--- src/rtl/sram_pixel_arbiter.sv ---
// Arbiter for the single 16-bit async SRAM: VGA pixel fetches share the
// bus with drawing-FSM read/write requests. Address is packed {X[9:0],Y[9:0]}.
//
// state    | meaning
// ---------+---------------------------------------------------------------
// IDLE     | bus parked (OE_N=1, WE_N=1, DQ_OE=0), arbitration each cycle
// RD_ADDR  | read address and OE_N=0 driven, SRAM access time
// RD_CAP   | same drive held, iSRAM_DQ captured at end of cycle
// WR_SETUP | address and data driven, WE_N still high
// WR_PULSE | WE_N low for exactly one cycle
// WR_HOLD  | WE_N high again, address and data held
module sram_pixel_arbiter #(
  parameter int H_ACT        = 640,
  parameter int V_ACT        = 480,
  parameter int STARVE_LIMIT = 4
) (
  input  logic        iCLK,
  input  logic        iRST,
  input  logic        iVGA_REQ,
  input  logic [9:0]  iVGA_X,
  input  logic [9:0]  iVGA_Y,
  output logic [15:0] oVGA_DATA,
  output logic        oVGA_VALID,
  output logic        oVGA_OVR,
  input  logic        iREQ,
  input  logic        iWE,
  input  logic [9:0]  iX,
  input  logic [9:0]  iY,
  input  logic [15:0] iWDATA,
  output logic        oACK,
  output logic        oDONE,
  output logic        oERR,
  output logic [15:0] oRDATA,
  output logic [19:0] oSRAM_ADDR,
  output logic        oSRAM_WE_N,
  output logic        oSRAM_OE_N,
  output logic [15:0] oSRAM_DQ,
  output logic        oSRAM_DQ_OE,
  input  logic [15:0] iSRAM_DQ
);

  localparam int SW = $clog2(STARVE_LIMIT + 1);
  localparam logic [SW-1:0] STARVE_MAX = SW'(STARVE_LIMIT);
  localparam logic [9:0] X_LIM = 10'(H_ACT);
  localparam logic [9:0] Y_LIM = 10'(V_ACT);

  typedef enum logic [2:0] {
    IDLE, RD_ADDR, RD_CAP, WR_SETUP, WR_PULSE, WR_HOLD
  } state_t;

  state_t        state_q, state_d;
  logic          vga_pend_q, vga_pend_d;
  logic [9:0]    vga_x_q, vga_x_d;
  logic [9:0]    vga_y_q, vga_y_d;
  logic          vga_ovr_q, vga_ovr_d;
  logic [SW-1:0] starve_q, starve_d;
  logic          op_vga_q, op_vga_d;
  logic [19:0]   addr_q, addr_d;
  logic [15:0]   dq_q, dq_d;
  logic          dq_oe_q, dq_oe_d;
  logic          we_n_q, we_n_d;
  logic          oe_n_q, oe_n_d;
  logic          vga_valid_q, vga_valid_d;
  logic [15:0]   vga_data_q, vga_data_d;
  logic          done_q, done_d;
  logic          err_q, err_d;
  logic [15:0]   rdata_q, rdata_d;

  logic          ack_c;
  logic          grant_vga;
  logic          vga_avail;
  logic          client_oor;

  // All state and every SRAM control line is a flop so reset parks the bus immediately.
  always_ff @(posedge iCLK or posedge iRST) begin
    if (iRST) begin
      state_q     <= IDLE;
      vga_pend_q  <= 1'b0;
      vga_x_q     <= '0;
      vga_y_q     <= '0;
      vga_ovr_q   <= 1'b0;
      starve_q    <= '0;
      op_vga_q    <= 1'b0;
      addr_q      <= '0;
      dq_q        <= '0;
      dq_oe_q     <= 1'b0;
      we_n_q      <= 1'b1;
      oe_n_q      <= 1'b1;
      vga_valid_q <= 1'b0;
      vga_data_q  <= '0;
      done_q      <= 1'b0;
      err_q       <= 1'b0;
      rdata_q     <= '0;
    end else begin
      state_q     <= state_d;
      vga_pend_q  <= vga_pend_d;
      vga_x_q     <= vga_x_d;
      vga_y_q     <= vga_y_d;
      vga_ovr_q   <= vga_ovr_d;
      starve_q    <= starve_d;
      op_vga_q    <= op_vga_d;
      addr_q      <= addr_d;
      dq_q        <= dq_d;
      dq_oe_q     <= dq_oe_d;
      we_n_q      <= we_n_d;
      oe_n_q      <= oe_n_d;
      vga_valid_q <= vga_valid_d;
      vga_data_q  <= vga_data_d;
      done_q      <= done_d;
      err_q       <= err_d;
      rdata_q     <= rdata_d;
    end
  end

  // Arbitration, next state, next bus drive and the VGA pending slot.
  always_comb begin
    state_d     = state_q;
    vga_pend_d  = vga_pend_q;
    vga_x_d     = vga_x_q;
    vga_y_d     = vga_y_q;
    vga_ovr_d   = vga_ovr_q;
    starve_d    = starve_q;
    op_vga_d    = op_vga_q;
    addr_d      = addr_q;
    dq_d        = dq_q;
    dq_oe_d     = dq_oe_q;
    we_n_d      = we_n_q;
    oe_n_d      = oe_n_q;
    vga_data_d  = vga_data_q;
    rdata_d     = rdata_q;
    vga_valid_d = 1'b0;
    done_d      = 1'b0;
    err_d       = 1'b0;
    ack_c       = 1'b0;
    grant_vga   = 1'b0;
    // A strobe arriving while IDLE is served the same cycle, so it beats a
    // simultaneous client request unless the client is already starved.
    vga_avail   = vga_pend_q | iVGA_REQ;
    client_oor  = (iX >= X_LIM) || (iY >= Y_LIM);

    case (state_q)
      IDLE: begin
        we_n_d  = 1'b1;
        oe_n_d  = 1'b1;
        dq_oe_d = 1'b0;
        if (iREQ && ((starve_q == STARVE_MAX) || !vga_avail)) begin
          ack_c    = 1'b1;
          starve_d = '0;
          if (client_oor) begin
            done_d = 1'b1;
            err_d  = 1'b1;
          end else begin
            addr_d   = {iX, iY};
            op_vga_d = 1'b0;
            if (iWE) begin
              dq_d    = iWDATA;
              dq_oe_d = 1'b1;
              state_d = WR_SETUP;
            end else begin
              oe_n_d  = 1'b0;
              state_d = RD_ADDR;
            end
          end
        end else if (vga_avail) begin
          grant_vga = 1'b1;
          starve_d  = iREQ ? starve_q + 1'b1 : '0;
          addr_d    = vga_pend_q ? {vga_x_q, vga_y_q} : {iVGA_X, iVGA_Y};
          oe_n_d    = 1'b0;
          op_vga_d  = 1'b1;
          state_d   = RD_ADDR;
        end
      end
      RD_ADDR: state_d = RD_CAP;
      RD_CAP: begin
        oe_n_d  = 1'b1;
        state_d = IDLE;
        if (op_vga_q) begin
          vga_valid_d = 1'b1;
          vga_data_d  = iSRAM_DQ;
        end else begin
          done_d  = 1'b1;
          rdata_d = iSRAM_DQ;
        end
      end
      WR_SETUP: begin
        we_n_d  = 1'b0;
        state_d = WR_PULSE;
      end
      WR_PULSE: begin
        we_n_d  = 1'b1;
        state_d = WR_HOLD;
      end
      WR_HOLD: begin
        dq_oe_d = 1'b0;
        done_d  = 1'b1;
        state_d = IDLE;
      end
      default: begin
        we_n_d  = 1'b1;
        oe_n_d  = 1'b1;
        dq_oe_d = 1'b0;
        state_d = IDLE;
      end
    endcase

    // A grant consumes the held entry; a strobe in that cycle survives only
    // if the grant took the older entry rather than the strobe itself.
    if (grant_vga) begin
      vga_pend_d = vga_pend_q & iVGA_REQ;
    end else if (iVGA_REQ) begin
      vga_pend_d = 1'b1;
      if (vga_pend_q) vga_ovr_d = 1'b1;
    end
    if (iVGA_REQ) begin
      vga_x_d = iVGA_X;
      vga_y_d = iVGA_Y;
    end
  end

  assign oACK        = ack_c;
  assign oDONE       = done_q;
  assign oERR        = err_q;
  assign oRDATA      = rdata_q;
  assign oVGA_DATA   = vga_data_q;
  assign oVGA_VALID  = vga_valid_q;
  assign oVGA_OVR    = vga_ovr_q;
  assign oSRAM_ADDR  = addr_q;
  assign oSRAM_WE_N  = we_n_q;
  assign oSRAM_OE_N  = oe_n_q;
  assign oSRAM_DQ    = dq_q;
  assign oSRAM_DQ_OE = dq_oe_q;

endmodule

--- config.mk ---
export PLATFORM = sky130hd
export DESIGN_NAME = sram_pixel_arbiter
export DESIGN_NICKNAME = d
export VERILOG_FILES = /design/src/rtl/sram_pixel_arbiter.sv
export SDC_FILE = /design/constraint.sdc
export NUM_CORES = 1
export LEC_CHECK = 0
export CAP_MARGIN = 15
export CORE_MARGIN = 2
export CORE_UTILIZATION = 49
export DETAILED_ROUTE_END_ITERATION = 10
export GPL_TIMING_DRIVEN = 1
export PLACE_DENSITY_LB_ADDON = 0.25
export SYNTH_ARGS = -nofsm -noshare
export SYNTH_HDL_FRONTEND = slang
export SYNTH_SLANG_ARGS = --single-unit
--- constraint.sdc ---
create_clock -name iCLK -period 7.9 [get_ports iCLK]
set_input_delay 1.58 -clock iCLK [delete_from_list [all_inputs] [get_ports iCLK]]
set_output_delay 1.58 -clock iCLK [all_outputs]
set_load 0.1 [all_outputs]
==> flow_summary.yaml <==
status:
  result_of_the_run: "complete, no violations"
place:
  placement.cell_area_um2: 6130
  finalWeightedCongestion: 0.803
  port_buffer_count: 152
  place.detailed.hpwl_mm: 7.24
route:
  drt_iter0_drc: 84
  postRouteWirelength_mm: 10.2
  wire_per_inst_um: 16.8
  detailedRoute.firstPassIterationCount: 4
  detailroute.via_count: 3262
  route.antenna.remaining_nets: 0
  drt-vias-per-instance: 5.37
  drc_errors: 0
sta:
  rsz0062_at_grt: "no"
  period_minus_slack_ps: 5130
  finalHoldWorstSlack_ps: 505
  hold_viol_final: 0
  finalSetupViolCount: 0
  normalized_max_slew_margin_pct: 32.4
  number_of_slew_limit_violations_in_the_final_report: 0
  max_freq_mhz: 195
  tightestPinTransition_ps: 1010
  fin_tns_setup_ps: 0
  finalCritPeriodShare_pct: 64.9
  clock_skew_ps: 14.1
synthesis:
  synth_largest_area_cell: "dfrtp_1"
  synth_top_area_share_pct: 55.0
  top_ff_cell_synth: "dfrtp_1"
  postSynth.asyncResetShare_pct: 100
  syn-cell-area_um2: 4590
  synthesis.yosys.warnings: 0
  synth_seq_cells: 103
  synth_cell_types: 46
  synth_sequential_area_ratio_pct: 56.2
  synth_enable_flop_cells: 0
  post_synthesis_net_count: 429
  syn-mean-instance-area_um2: 13.1
  synth.area.top_cells: "dfrtp_1 55%, mux2_2 13%, mux2_4 5.9%, a211oi_1 3.1%, o31ai_1 2.6%"
  syn-instance-count: 350
min_path:
  timing.hold.worst.class: "flip-flop to flip-flop"
  worstHoldPathCells: 1
clock_network:
  clkTransAtPathRegs_ps: 90
  post-cts-setup-buffer-count: 0
  cts.sink_count: 103
  total_of_cells_resized_after_clock_tree_synthesis: 0
  insertion_delay_ps: 360
  cts_hold_repair.buffers: 0
  cts.htree.levels: 3
  cts_inserted_buffers: 9
  cts_tree: "done"
  clk_path_buf_depth: 2
  root_buffer: "clkbuf_8"
die:
  initial_utilization_pct: 50.2
  ioPinCount: 153
  core_um2: 9150
  chipWidth_um: 101
  core.rowCount: 35
  chipHeight_um: 101
  design.die.area_um2: 10200
worst_setup_path:
  worst-path-max-fanout: 26
  kind_of_start_point_of_the_critical_path: "primary input"
  timing.reg2reg.worst_path_depth: 6
  critPathRequiredTime_ps: 6320
  crit_type: "primary input to output port"
  worstSetupEndpointType: "output port"
  worst_ep_arrival_time_ps: 3550
grt:
  globalRouteTotalUtil_pct: 20.8
  via_count_of_the_first_global_routing_pass: 3452
  grt_first_pass_wirelength_mm: 16.7
  grt-ovfl-total: 0
  grt_start_max_net_pins: 59
  initial_antenna_violation_count: 0
finish:
  final_instance_area_um2: 6330
  syn_to_final_growth_pct: 37.8
  layout_commonest_cell: "clkdlybuf4s50_1"
  inserted_diodes: 0
  layout.nets: 571
  layout-drive-gt1-share_pct: 21.3
  most-common-layout-cells: "151 x clkdlybuf4s50_1, 101 x dfrtp_1, 51 x mux2_2"
flow_run:
  timing.max_cap.violations: 0
==> synthesized netlist by cell type (2+ instances only) <==
library cell and n:
nor2b_1 19, buf_1 2, nand2_1 10, dfstp_2 2
o31ai_1 16, buf_2 5, ha_1 2, a21oi_1 3
clkbuf_1 8, inv_1 4, nor2_1 25, buf_6 6
nor3_4 2, nor3_1 2, a211oi_1 19, or3_1 2
dfrtp_1 101, o31ai_2 3, o21ai_0 23, o21a_1 2
mux2_4 18, buf_4 2, mux2_2 51
==> state kept, by name, indices dropped and copies added (netlist names) <==
signal       flops
op_vga_q         1
oSRAM_DQ        16
starve_q         3
vga_x_q         10
oDONE            1
oVGA_DATA       16
oRDATA          16
oVGA_OVR         1
vga_y_q         10
state_q          3
oSRAM_DQ_OE      1
oSRAM_ADDR      20
oSRAM_OE_N       1
oERR             1
oSRAM_WE_N       1
vga_pend_q       1
oVGA_VALID       1
==> critical path, stage by stage <==
cell and delay [ps]:
clkdlybuf4s50_1 400, buf_4 240, o2bb2ai_4 210, nand2_1 530
nor2_1 250, buf_4 320
==> cells by family (layout without fill, tap and decap cells) <==
group           after synthesis  after routing  share of synthesized area (%)
flops                       103            103                           56.2
compound gates               77             77                           12.3
mux                          70             70                           18.6
simple gates                 69             69                           8.61
buf+inv                      28            175                           3.59
fa+ha+maj                     3              3                          0.762
==> metal layers <==
layer / wire, µm / global-route usage, % / part of all wire (%) / vias up
met2: 4960 / 33.3 / 49 / 128
li1: - / - / - / 1536
met1: 4370 / 27.7 / 43 / 1585
met5: 0 / 0 / 0 / -
met4: 135 / 8.43 / 1.3 / 0
met3: 756 / 4.23 / 7.4 / 13
==> per-stage QoR <==
stage	utilization, %	cells	worst slack (ps)
6_report	69.2	608	2770
5_1_grt	69.2	608	2670
3_5_place_dp	66.9	592	2810
2_1_floorplan	-	350	2860
4_1_cts	69.2	608	2810
3_3_place_gp	66.9	592	2840
==> cell type report <==
| cell class | instances | area [µm²] |
|---|---|---|
| fill | 668 | 2820 |
| sequential | 103 | 2580 |
| multi-input combinational | 219 | 1850 |
| timing repair buffer | 155 | 1540 |
| tap | 111 | 139 |
| clock buffer | 9 | 124 |
| clock inverter | 7 | 78.8 |
| inverter | 4 | 17.5 |
==> worst paths after layout <==
check	startpoint	slack (ps)	to
min in group asynchronous	iRST	1620	oRDATA[4]
worst min register to register	starve_q[0]	500	starve_q[0]
worst max register to register	starve_q[0]	5740	vga_pend_q
worst min-delay path	starve_q[0]	500	starve_q[0]
max in group asynchronous	iRST	5140	starve_q[2]
worst max-delay path	iVGA_REQ	2770	oACK
Power is not shown: default switching activity piles up to over one toggle a cycle in this logic, so the estimate is an artifact.
